--- src/rtl/lsu_mem_responder.sv ---
// Serializes U/V-pipe loads/stores onto one single-port sync data memory: ack 1 cycle after issue, serialized V 2 cycles, 1-cycle upstream stall on dual request.
// Build option MISALIGN_TRAP_EN: misaligned H/W accesses trap via o_misalign instead of being force-aligned.

package lsu_mem_pkg;
  typedef enum logic [3:0] {
    OP_NOP, OP_LB, OP_LH, OP_LW, OP_LBU, OP_LHU, OP_SB, OP_SH, OP_SW, OP_ALU
  } mem_op_e;

  typedef struct packed {
    logic        valid;
    mem_op_e     op;
    logic [31:0] addr;
    logic [31:0] data;
    logic [4:0]  rd;
    logic        is_instr2;
  } mem_req_t;

  typedef struct packed {
    logic        valid;
    logic        wren;
    logic [3:0]  bytemask;
    logic [31:0] addr;
    logic [31:0] wdata;
    logic [31:0] rdata;
  } mem_ack_t;
endpackage

module lsu_mem_responder
  import lsu_mem_pkg::*;
#(
  parameter int unsigned ADDR_W  = 16,
  parameter logic        MEM_SEL = 1'b0
) (
  input  logic              i_clk,
  input  logic              i_rst,
  input  mem_req_t          i_req_u,
  input  mem_req_t          i_req_v,
  input  logic              i_flush,
  output logic              o_stall,
  output logic [ADDR_W-1:0] o_dmem_addr,
  output logic [31:0]       o_dmem_wdata,
  output logic [3:0]        o_dmem_bytemask,
  output logic              o_dmem_wren,
  output logic              o_dmem_en,
  input  logic [31:0]       i_dmem_rdata,
  output mem_ack_t          o_ack,
  output logic [4:0]        o_wb_rd,
  output logic              o_wb_wren,
  output logic              o_wb_is_instr2
`ifdef MISALIGN_TRAP_EN
  ,
  output logic              o_misalign
`endif
);

  typedef enum logic {S_IDLE, S_SER2} state_e;

  typedef struct packed {
    logic        valid;
    logic        load;
    logic        store;
    logic        sext;
    logic        is_b;
    logic        is_h;
    logic        misalign;
    logic        slot2;
    logic [1:0]  lane;
    logic [3:0]  mask;
    logic [4:0]  rd;
    logic [31:0] addr;
    logic [31:0] wdata;
  } resp_t;

  state_e   state_q, state_d;
  mem_req_t buf_q, buf_d;
  resp_t    resp_q, resp_d;

  mem_req_t    issue;
  logic        issue_slot2, issue_vld;
  logic        is_store, is_b, is_h, is_w, sext, misalign, dmem_en;
  logic [1:0]  lane_raw, lane;
  logic [3:0]  mask;
  logic [31:0] lane_wdata;
  logic [31:0] rd_shift, rdata_ext;
  logic        ack_ok;

  function automatic logic is_mem(input mem_req_t r);
    return r.valid && (r.op inside {OP_LB, OP_LH, OP_LW, OP_LBU, OP_LHU, OP_SB, OP_SH, OP_SW});
  endfunction

  always_ff @(posedge i_clk) begin
    if (i_rst) begin
      state_q <= S_IDLE;
      buf_q   <= '0;
      resp_q  <= '0;
    end else begin
      state_q <= state_d;
      buf_q   <= buf_d;
      resp_q  <= resp_d;
    end
  end

  // Flush (and reset) wins over everything, including a fresh dual request.
  always_comb begin
    state_d     = state_q;
    buf_d       = buf_q;
    o_stall     = 1'b0;
    issue       = '0;
    issue_slot2 = 1'b0;
    if (i_rst || i_flush) begin
      state_d = S_IDLE;
      buf_d   = '0;
    end else if (state_q == S_SER2) begin
      issue       = buf_q;
      issue_slot2 = 1'b1;
      buf_d       = '0;
      state_d     = S_IDLE;
    end else if (is_mem(i_req_u)) begin
      issue = i_req_u;
      if (is_mem(i_req_v)) begin
        buf_d   = i_req_v;
        o_stall = 1'b1;
        state_d = S_SER2;
      end
    end else if (is_mem(i_req_v)) begin
      issue       = i_req_v;
      issue_slot2 = 1'b1;
    end
  end

  always_comb begin
    issue_vld = is_mem(issue);
    is_b      = issue.op inside {OP_LB, OP_LBU, OP_SB};
    is_h      = issue.op inside {OP_LH, OP_LHU, OP_SH};
    is_w      = !is_b && !is_h;
    is_store  = issue_vld && (issue.op inside {OP_SB, OP_SH, OP_SW});
    sext      = issue.op inside {OP_LB, OP_LH};
    lane_raw  = issue.addr[1:0];
    misalign  = 1'b0;
`ifdef MISALIGN_TRAP_EN
    lane     = lane_raw;
    misalign = issue_vld && ((is_h && lane_raw[0]) || (is_w && (lane_raw != 2'b00)));
`else
    lane = is_w ? 2'b00 : (is_h ? {lane_raw[1], 1'b0} : lane_raw);
`endif
    if (is_b) begin
      mask       = 4'b0001 << lane;
      lane_wdata = {4{issue.data[7:0]}};
    end else if (is_h) begin
      mask       = 4'b0011 << lane;
      lane_wdata = {2{issue.data[15:0]}};
    end else begin
      mask       = 4'b1111;
      lane_wdata = issue.data;
    end
    dmem_en = issue_vld && !misalign;
  end

  assign o_dmem_en       = dmem_en;
  assign o_dmem_wren     = dmem_en && is_store;
  assign o_dmem_bytemask = dmem_en ? mask : 4'b0000;
  assign o_dmem_wdata    = (dmem_en && is_store) ? lane_wdata : 32'd0;
  assign o_dmem_addr     = dmem_en ? {issue.addr[ADDR_W-1] ^ MEM_SEL, issue.addr[ADDR_W-2:2], 2'b00}
                                   : '0;

  always_comb begin
    resp_d = '0;
    if (issue_vld) begin
      resp_d.valid    = 1'b1;
      resp_d.load     = !is_store;
      resp_d.store    = is_store;
      resp_d.sext     = sext;
      resp_d.is_b     = is_b;
      resp_d.is_h     = is_h;
      resp_d.misalign = misalign;
      resp_d.slot2    = issue_slot2;
      resp_d.lane     = lane;
      resp_d.mask     = misalign ? 4'b0000 : mask;
      resp_d.rd       = issue.rd;
      resp_d.addr     = {issue.addr[31:2], lane};
      resp_d.wdata    = is_store ? lane_wdata : 32'd0;
    end
  end

  // Read data arrives the cycle after issue, so lane select uses the registered lane.
  always_comb begin
    rd_shift = i_dmem_rdata >> {resp_q.lane, 3'b000};
    if (resp_q.is_b)
      rdata_ext = resp_q.sext ? {{24{rd_shift[7]}}, rd_shift[7:0]} : {24'd0, rd_shift[7:0]};
    else if (resp_q.is_h)
      rdata_ext = resp_q.sext ? {{16{rd_shift[15]}}, rd_shift[15:0]} : {16'd0, rd_shift[15:0]};
    else
      rdata_ext = i_dmem_rdata;
    ack_ok           = resp_q.valid && !resp_q.misalign;
    o_ack.valid      = resp_q.valid;
    o_ack.wren       = ack_ok && resp_q.store;
    o_ack.bytemask   = resp_q.mask;
    o_ack.addr       = resp_q.addr;
    o_ack.wdata      = resp_q.wdata;
    o_ack.rdata      = (ack_ok && resp_q.load) ? rdata_ext : 32'd0;
    o_wb_rd          = resp_q.rd;
    o_wb_wren        = ack_ok && resp_q.load && (resp_q.rd != 5'd0);
    o_wb_is_instr2   = resp_q.slot2;
  end

`ifdef MISALIGN_TRAP_EN
  assign o_misalign = resp_q.valid && resp_q.misalign;
`endif

  // Origin slot is tracked by issue position, so the request's own tag bit is redundant.
  logic unused_bits;
  assign unused_bits = issue.is_instr2;

endmodule
--- config.mk ---
export PLATFORM = sky130hd
export DESIGN_NAME = lsu_mem_responder
export DESIGN_NICKNAME = d
export VERILOG_FILES = /design/src/rtl/lsu_mem_responder.sv
export SDC_FILE = /design/constraint.sdc
export NUM_CORES = 1
export LEC_CHECK = 0
export BUFFER_PORTS_ARGS = -buffer_cell sky130_fd_sc_hd__buf_4
export CAP_MARGIN = 20
export CELL_PAD_IN_SITES_DETAIL_PLACEMENT = 0
export CELL_PAD_IN_SITES_GLOBAL_PLACEMENT = 2
export CORE_MARGIN = 10
export CORE_UTILIZATION = 23
export CTS_BUF_LIST = sky130_fd_sc_hd__clkbuf_8 sky130_fd_sc_hd__clkbuf_16
export CTS_CLUSTER_SIZE = 14
export DETAILED_ROUTE_END_ITERATION = 10
export GPL_TIMING_DRIVEN = 0
export PLACE_DENSITY = 0.81
export SLEW_MARGIN = 10
export SYNTH_ARGS = -nofsm -noshare
export SYNTH_HDL_FRONTEND = slang
export SYNTH_SLANG_ARGS = --single-unit
export TNS_END_PERCENT = 100
--- constraint.sdc ---
create_clock -name i_clk -period 2.4 [get_ports i_clk]
set_input_delay 0.24 -clock i_clk [delete_from_list [all_inputs] [get_ports i_clk]]
set_output_delay 0.24 -clock i_clk [all_outputs]
set_load 0.05 [all_outputs]
==> results.ini, run 1 <==
[floorplan]
initial_core_util_pct = 23.30
die_w_um = 212.6
die_h_um = 212.6
ios = 349
core_area_sq_um = 36610
dieArea_sq_um = 45200
rows = 70

[clocking]
clock_latency_ps = 450
cts_tree = built
holdBufCountCts = 0
clockBufferDepth = 2
cts_inserted_buffers = 17
cts.sinks = 155
cts_htree_levels = 4
cts.reportedPaths.clkPinSlew_ps = 70
cts_root_buf = clkbuf_16

[place]
port_buffers = 344
placedCellCount = 1963
dp_hpwl_um = 33180
place.gp.congestion = 0.8446
placed_area_sq_um = 12030

[sta]
fin_crit_sh_pct = 123.7
rsz0062_at_grt = true
setup_viol = 55
layout_min_cycle_time_ps = 2968
skew_ps = 13.87
worst_pin_slew_ps = 654.3
timing.setup.tns_ps = -20550
max_freq_mhz = 336.9
drv_slew = 0
fin_ws_ps = -568.4
timing.slew.headroom_pct = 56.38
finalHoldViolCount = 0

[power]
cellPowerDensity_nw_per_um2 = 481.1
peakVddDrop_v = 0.0004931
p_leak_uw = 0.005956
total_power_uw = 6842

[logic_synthesis]
syn_avg_cell_area_sq_um = 7.419
synth-edff-count = 0
synth-main-ff-cell = dfxtp_1
yosysTopAreaCell = dfxtp_1
ys_seq_elements = 155
syn_inst = 1150
ys_seq_area_share_pct = 36.37
ys_warn_count = 0
netlist_area_sq_um = 8532
async_flop_share_pct = 0
synth.distinct_cells = 61
synth.area.top_cells = dfxtp_1 36%, a21oi_1 11%, nand2_1 9.4%
synthDominantCellAreaShare_pct = 36.37

[worst_setup_path]
cp_max_fo = 6
critPathLaunchType = input pin
arrival_ps = 2730
critPathSlowestCell = or3_4
crit_top_cell = nor2_4
crit_required_ps = 2160
worst_setup_path_end_kind = primary output
crit_buf_inv = 3
crit_chain = buf_8 -> nor3_4 -> mux2_4 -> buf_12 -> o22a_2 -> nor2_4 -> nor2_1 -> or3_4 -> ha_4 -> o22ai_4 -> nor2_4 -> buf_6
cpLargestDelayFamily = simple AND/OR/NAND/NOR gates
crit_type = input pin to primary output
cp_slowest_stage_delay_ps = 440

[final_layout]
final_cells = 2053
fin_area_sq_um = 14220
nets = 1760
layout-drive-gt1-share_pct = 44.76
area_growth_pct = 66.70
final_util_pct = 38.85

[grt]
grt_first_pass_wirelength_um = 61200
overflow = 0
grt_max_degree = 17
antenna_found_initial = 3
grt.total_usage_pct = 18.07
grt_pass1_vias = 9630

[drt]
drt-vias-per-instance = 4.713
vias = 9675
drc = 0
dr.pass1.iters = 5
drt_iter0_drc = 580
avgRoutedWirePerCell_um = 20.70
drt-total-wl_um = 42490
ant_nets = 0

[min_path]
hold_path.class = input pin to flip-flop

[flow_run]
cap_violations = 0

[run_status]
violations = setup timing
status = finished with violations

layout make-up:
cell class / count / area, sq um
Multi-Input combinational cell: 809 / 5042
Timing Repair Buffer: 405 / 3538
Sequential cell: 155 / 3112
Buffer: 164 / 1221
Clock inverter: 11 / 166.4
Fill cell: 3778 / 22390
Antenna cell: 1 / 2.502
Clock buffer: 21 / 480.5
Tap cell: 468 / 585.6
Inverter: 19 / 73.82
timing repair:
action                     CTS  global route
buffers inserted            34            27
pin swaps                   24            37
setup endpoints to repair  205           119
cloned                       3             2
resized for setup          208           100
worst min-delay path, stage by stage:
cell	delay, ps
buf_4	110
nand2_1	50
a21oi_1	50
cells in the final DEF, fill, tap and decap left out, types with 8 or more instances in the layout:
cell type  netlist  layout
a21oi_1        187     177
o211ai_1         9       9
nand2_1        214     211
buf_12           0      12
dfxtp_1        155     152
o21a_1          17      17
a22o_1          23      23
inv_1           18      17
buf_2           27      21
buf_8            1      38
and3_1          23      22
a221o_1         13      13
nor2_4           1      45
clkbuf_16        0      18
clkbuf_2         0       9
clkbuf_1        44      24
o21ai_0         29      21
a21oi_2          3       8
nor2_1         140      94
buf_6           10      53
nand3_1         37      37
buf_4           77     400
metal layers:
| layer | GRT usage [%] | wire length, um |
|---|---|---|
| met5 | 0 | 34 |
| met4 | 4.924 | 688 |
| met3 | 6.096 | 3670 |
| met2 | 30.66 | 20520 |
| met1 | 21.22 | 17580 |
Yosys cell counts, types with 3 or more instances:
| cell | instances |
|---|---|
| nand2_1 | 214 |
| a21oi_1 | 187 |
| dfxtp_1 | 155 |
| nor2_1 | 140 |
| buf_4 | 77 |
| clkbuf_1 | 44 |
| nand3_1 | 37 |
| o21ai_0 | 29 |
| buf_2 | 27 |
| a22o_1 | 23 |
| and3_1 | 23 |
| inv_1 | 18 |
| mux2i_1 | 17 |
| o21a_1 | 17 |
| a221o_1 | 13 |
| buf_6 | 10 |
| a211o_1 | 9 |
| buf_1 | 9 |
| o211ai_1 | 9 |
| a22oi_1 | 7 |
| o21ai_1 | 6 |
| a221oi_1 | 5 |
| mux2_2 | 5 |
| mux2_4 | 5 |
| nor3_1 | 5 |
| ha_1 | 4 |
| nand2b_1 | 4 |
| nand4_1 | 4 |
| nor2b_1 | 4 |
| a21oi_2 | 3 |
per-stage QoR:
stage | hold WS, ps | setup slack, ps
after floorplan | 376.0 | -338.3
after global placement | 438.5 | -1279
after detailed placement | 445.2 | -1331
after CTS | 16.09 | -560.9
after global routing | 30.50 | -656.7
final | 43.55 | -568.4
flip-flops by register name (all words and copies together) (netlist names):
register,cells
o_ack,68
o_wb_rd,5
buf_q,74
resp_q,6
o_wb_is_instr2,1
state_q,1
where the power goes:
part	leakage (uW)	internal, uW	switching, uW
Sequential	0.00125	2590	10.5
Combinational	0.00438	547	678
Clock	0.000322	1850	1160
final timing paths:
kind	startpoint	to	slack, ps	cells past startpoint
worst min register to register	buf_q[26]$_SDFFE_PP0P_	buf_q[26]$_SDFFE_PP0P_	450	2
worst max-delay path	i_req_u[72]	o_dmem_bytemask[2]	-570	12
worst min-delay path	i_req_v[6]	buf_q[6]$_SDFFE_PP0P_	40	3
worst max register to register	state_q$_SDFF_PP0_	o_wb_rd[0]$_SDFF_PP0_	140	11
cell families after synthesis:
logic type / Yosys count / synth area share [%]
simple gates: 451 / 22.66
compound gates: 322 / 23.32
buf+inv: 187 / 13.02
flops: 155 / 36.37
mux: 28 / 3.798
fa+ha+maj: 4 / 0.5866
xor+xnor: 2 / 0.2053
other cells: 1 / 0.04395
(Power assumes the default switching activity.)
==> run 2, diff against run 1 <==
SKIP_LAST_GASP = 1   (was not set)
SLEW_MARGIN = 40   (was 10)
==> results.ini, run 2 (same netlist as run 1, synthesis figures left out) <==
[clocking]
clock_latency_ps = 450  ; about the same
cts.reportedPaths.clkPinSlew_ps = 70  ; about the same
cts_htree_levels = 4  ; unchanged
cts_inserted_buffers = 17  ; unchanged
cts_tree = built
clockBufferDepth = 2  ; unchanged
cts.sinks = 155  ; unchanged
cts_root_buf = clkbuf_16

[final_layout]
nets = 1746  ; -0.80%
final_cell_mix = 384 x buf_4, 211 x nand2_1, 181 x a21oi_1
seq_area_sq_um = 3112  ; unchanged
top_register = buf_q
layout_commonest_cell = buf_4
multiInputGateArea_sq_um = 4943  ; -2.0%
final_cells = 2039  ; -0.68%
area_growth_pct = 63.79
fillers = 3809  ; +0.82%
fin_area_sq_um = 13970  ; -1.7%
layout-drive-gt1-share_pct = 43.63  ; -1.1 points
largest_reg_flops = 74  ; unchanged

[power]
power.share.clock_pct = 44.4  ; +0.4 points
pwr-share-comb_pct = 17.4  ; -0.5 points
peakVddDrop_v = 0.0004988  ; +1.2%
cellPowerDensity_nw_per_um2 = 487.7  ; +1.4%
power_switching_uw = 1848  ; -0.25%
p_leak_uw = 0.005868  ; -1.5%
intPower_uw = 4967  ; -0.46%
switching_share_pct = 27.12  ; +0.042 points
seq_power_share_pct = 38.2  ; about the same

[sta]
worst_pin_slew_ps = 643.6  ; -10.66 ps
drv_slew = 0  ; unchanged
skew_ps = 16.31  ; +2.436 ps
setup_viol = 55  ; unchanged
timing.setup.tns_ps = -20750  ; -193.5 ps
rsz0062_at_grt = true
max_freq_mhz = 336.7  ; about the same
fin_crit_sh_pct = 123.7  ; about the same
timing.slew.headroom_pct = 57.09  ; +0.71 points
layout_min_cycle_time_ps = 2970  ; +1.369 ps
holdWs_ps = 37.26  ; -6.290 ps
fin_ws_ps = -569.8  ; -1.369 ps
finalHoldViolCount = 0  ; unchanged

[grt]
overflow = 0  ; unchanged
antenna_found_initial = 3  ; unchanged
grt_first_pass_wirelength_um = 61100  ; -0.16%
grt_max_degree = 17  ; unchanged
grt.total_usage_pct = 18.04  ; -0.028 points
grt_pass1_vias = 9615  ; -0.16%

[floorplan]
ios = 349  ; unchanged
die_w_um = 212.6  ; unchanged
core_area_sq_um = 36610  ; unchanged
initial_core_util_pct = 23.30  ; unchanged
rows = 70  ; unchanged
dieArea_sq_um = 45200  ; unchanged
die_h_um = 212.6  ; unchanged

[drt]
drt-total-wl_um = 42180  ; -0.73%
drt-vias-per-instance = 4.718  ; +0.12%
vias = 9621  ; -0.56%
drc = 0  ; unchanged
dr.pass1.iters = 5  ; unchanged
drt_iter0_drc = 513  ; -12%
avgRoutedWirePerCell_um = 20.69  ; about the same
ant_nets = 0  ; unchanged

[worst_setup_path]
critPathLaunchType = flip-flop
worst_setup_path_end_kind = primary output
crit_type = flip-flop to primary output
arrival_ps = 2730  ; about the same
crit_required_ps = 2160  ; about the same
cp_max_fo = 7  ; +1

[place]
placedCellCount = 1963  ; unchanged
dp_hpwl_um = 33180  ; unchanged
port_buffers = 344  ; unchanged
place.gp.congestion = 0.8446  ; unchanged
pre_cts_ws_ps = -1331  ; unchanged
placed_area_sq_um = 12030  ; unchanged

[flow_run]
cap_violations = 0  ; unchanged

[run_status]
violations = setup timing
status = finished with violations

[min_path]
hold_path.class = input pin to flip-flop

[run 2: what timing repair did]
item | 4_1_cts | 5_1_grt
endpoints found under the hold margin | 0 | 0
hold buffers | 0 | 0
gates resized for setup | 182 | 86
pin swaps | 24 | 26
gates cloned | 3 | 1
buffers inserted | 34 | 14
endpoints found under the setup margin | 205 | 119
[run 2: worst max-delay path, cell delays in order, from the launching register on]
cell,delay [ps]
dfxtp_4,380
buf_8,150
a21oi_4,140
o22ai_4,110
buf_8,140
xnor2_2,130
a21o_1,190
buf_8,130
or2_4,250
ha_4,230
o22ai_4,230
nor2_4,40
buf_6,150
[run 2: final timing paths]
kind                                from                     end  slack (ps)  cells past startpoint
hold reg to reg   buf_q[31]$_SDFFE_PP0P_  buf_q[31]$_SDFFE_PP0P_         450                      2
setup reg to reg      state_q$_SDFF_PP0_   o_wb_rd[0]$_SDFF_PP0_         130                     11
setup / recovery      state_q$_SDFF_PP0_      o_dmem_bytemask[2]        -570                     12
hold / removal                i_req_v[6]   buf_q[6]$_SDFFE_PP0P_          40                      3
[run 2: per-layer routing]
metal  track usage [%]  up-vias  wire length [um]
met5                 0        -                34
met2             30.64      328             20260
met3             6.096       48              3520
met1             21.22     4574             17640
met4             4.751        4               729
li1                  -     4667                 -
[run 2: stage by stage]
stage | util [%] | total power, uW
2_1_floorplan | - | 3209
3_3_place_gp | 32.87 | 3711
3_5_place_dp | 32.87 | 3715
4_1_cts | 37.20 | 6867
5_1_grt | 38.16 | 7080
6_report | 38.17 | 6815
[run 2: layout make-up]
type,count,share of cell area [%]
Clock buffer,21,3.438
Sequential cell,155,22.27
Multi-Input combinational cell,809,35.37
Timing Repair Buffer,390,24.36
Clock inverter,11,1.191
Antenna cell,1,0.01791
Inverter,19,0.5193
Buffer,165,8.640
Tap cell,468,4.190
[run 2: power groups by stage]
stage	clock [uW]	sequential (uW)	combinational (uW)
final	3020	2600	1190
after floorplan	0	2660	548
after global placement	0	2660	1050
after detailed placement	0	2660	1050
after global routing	3200	2600	1270
after CTS	3100	2600	1160
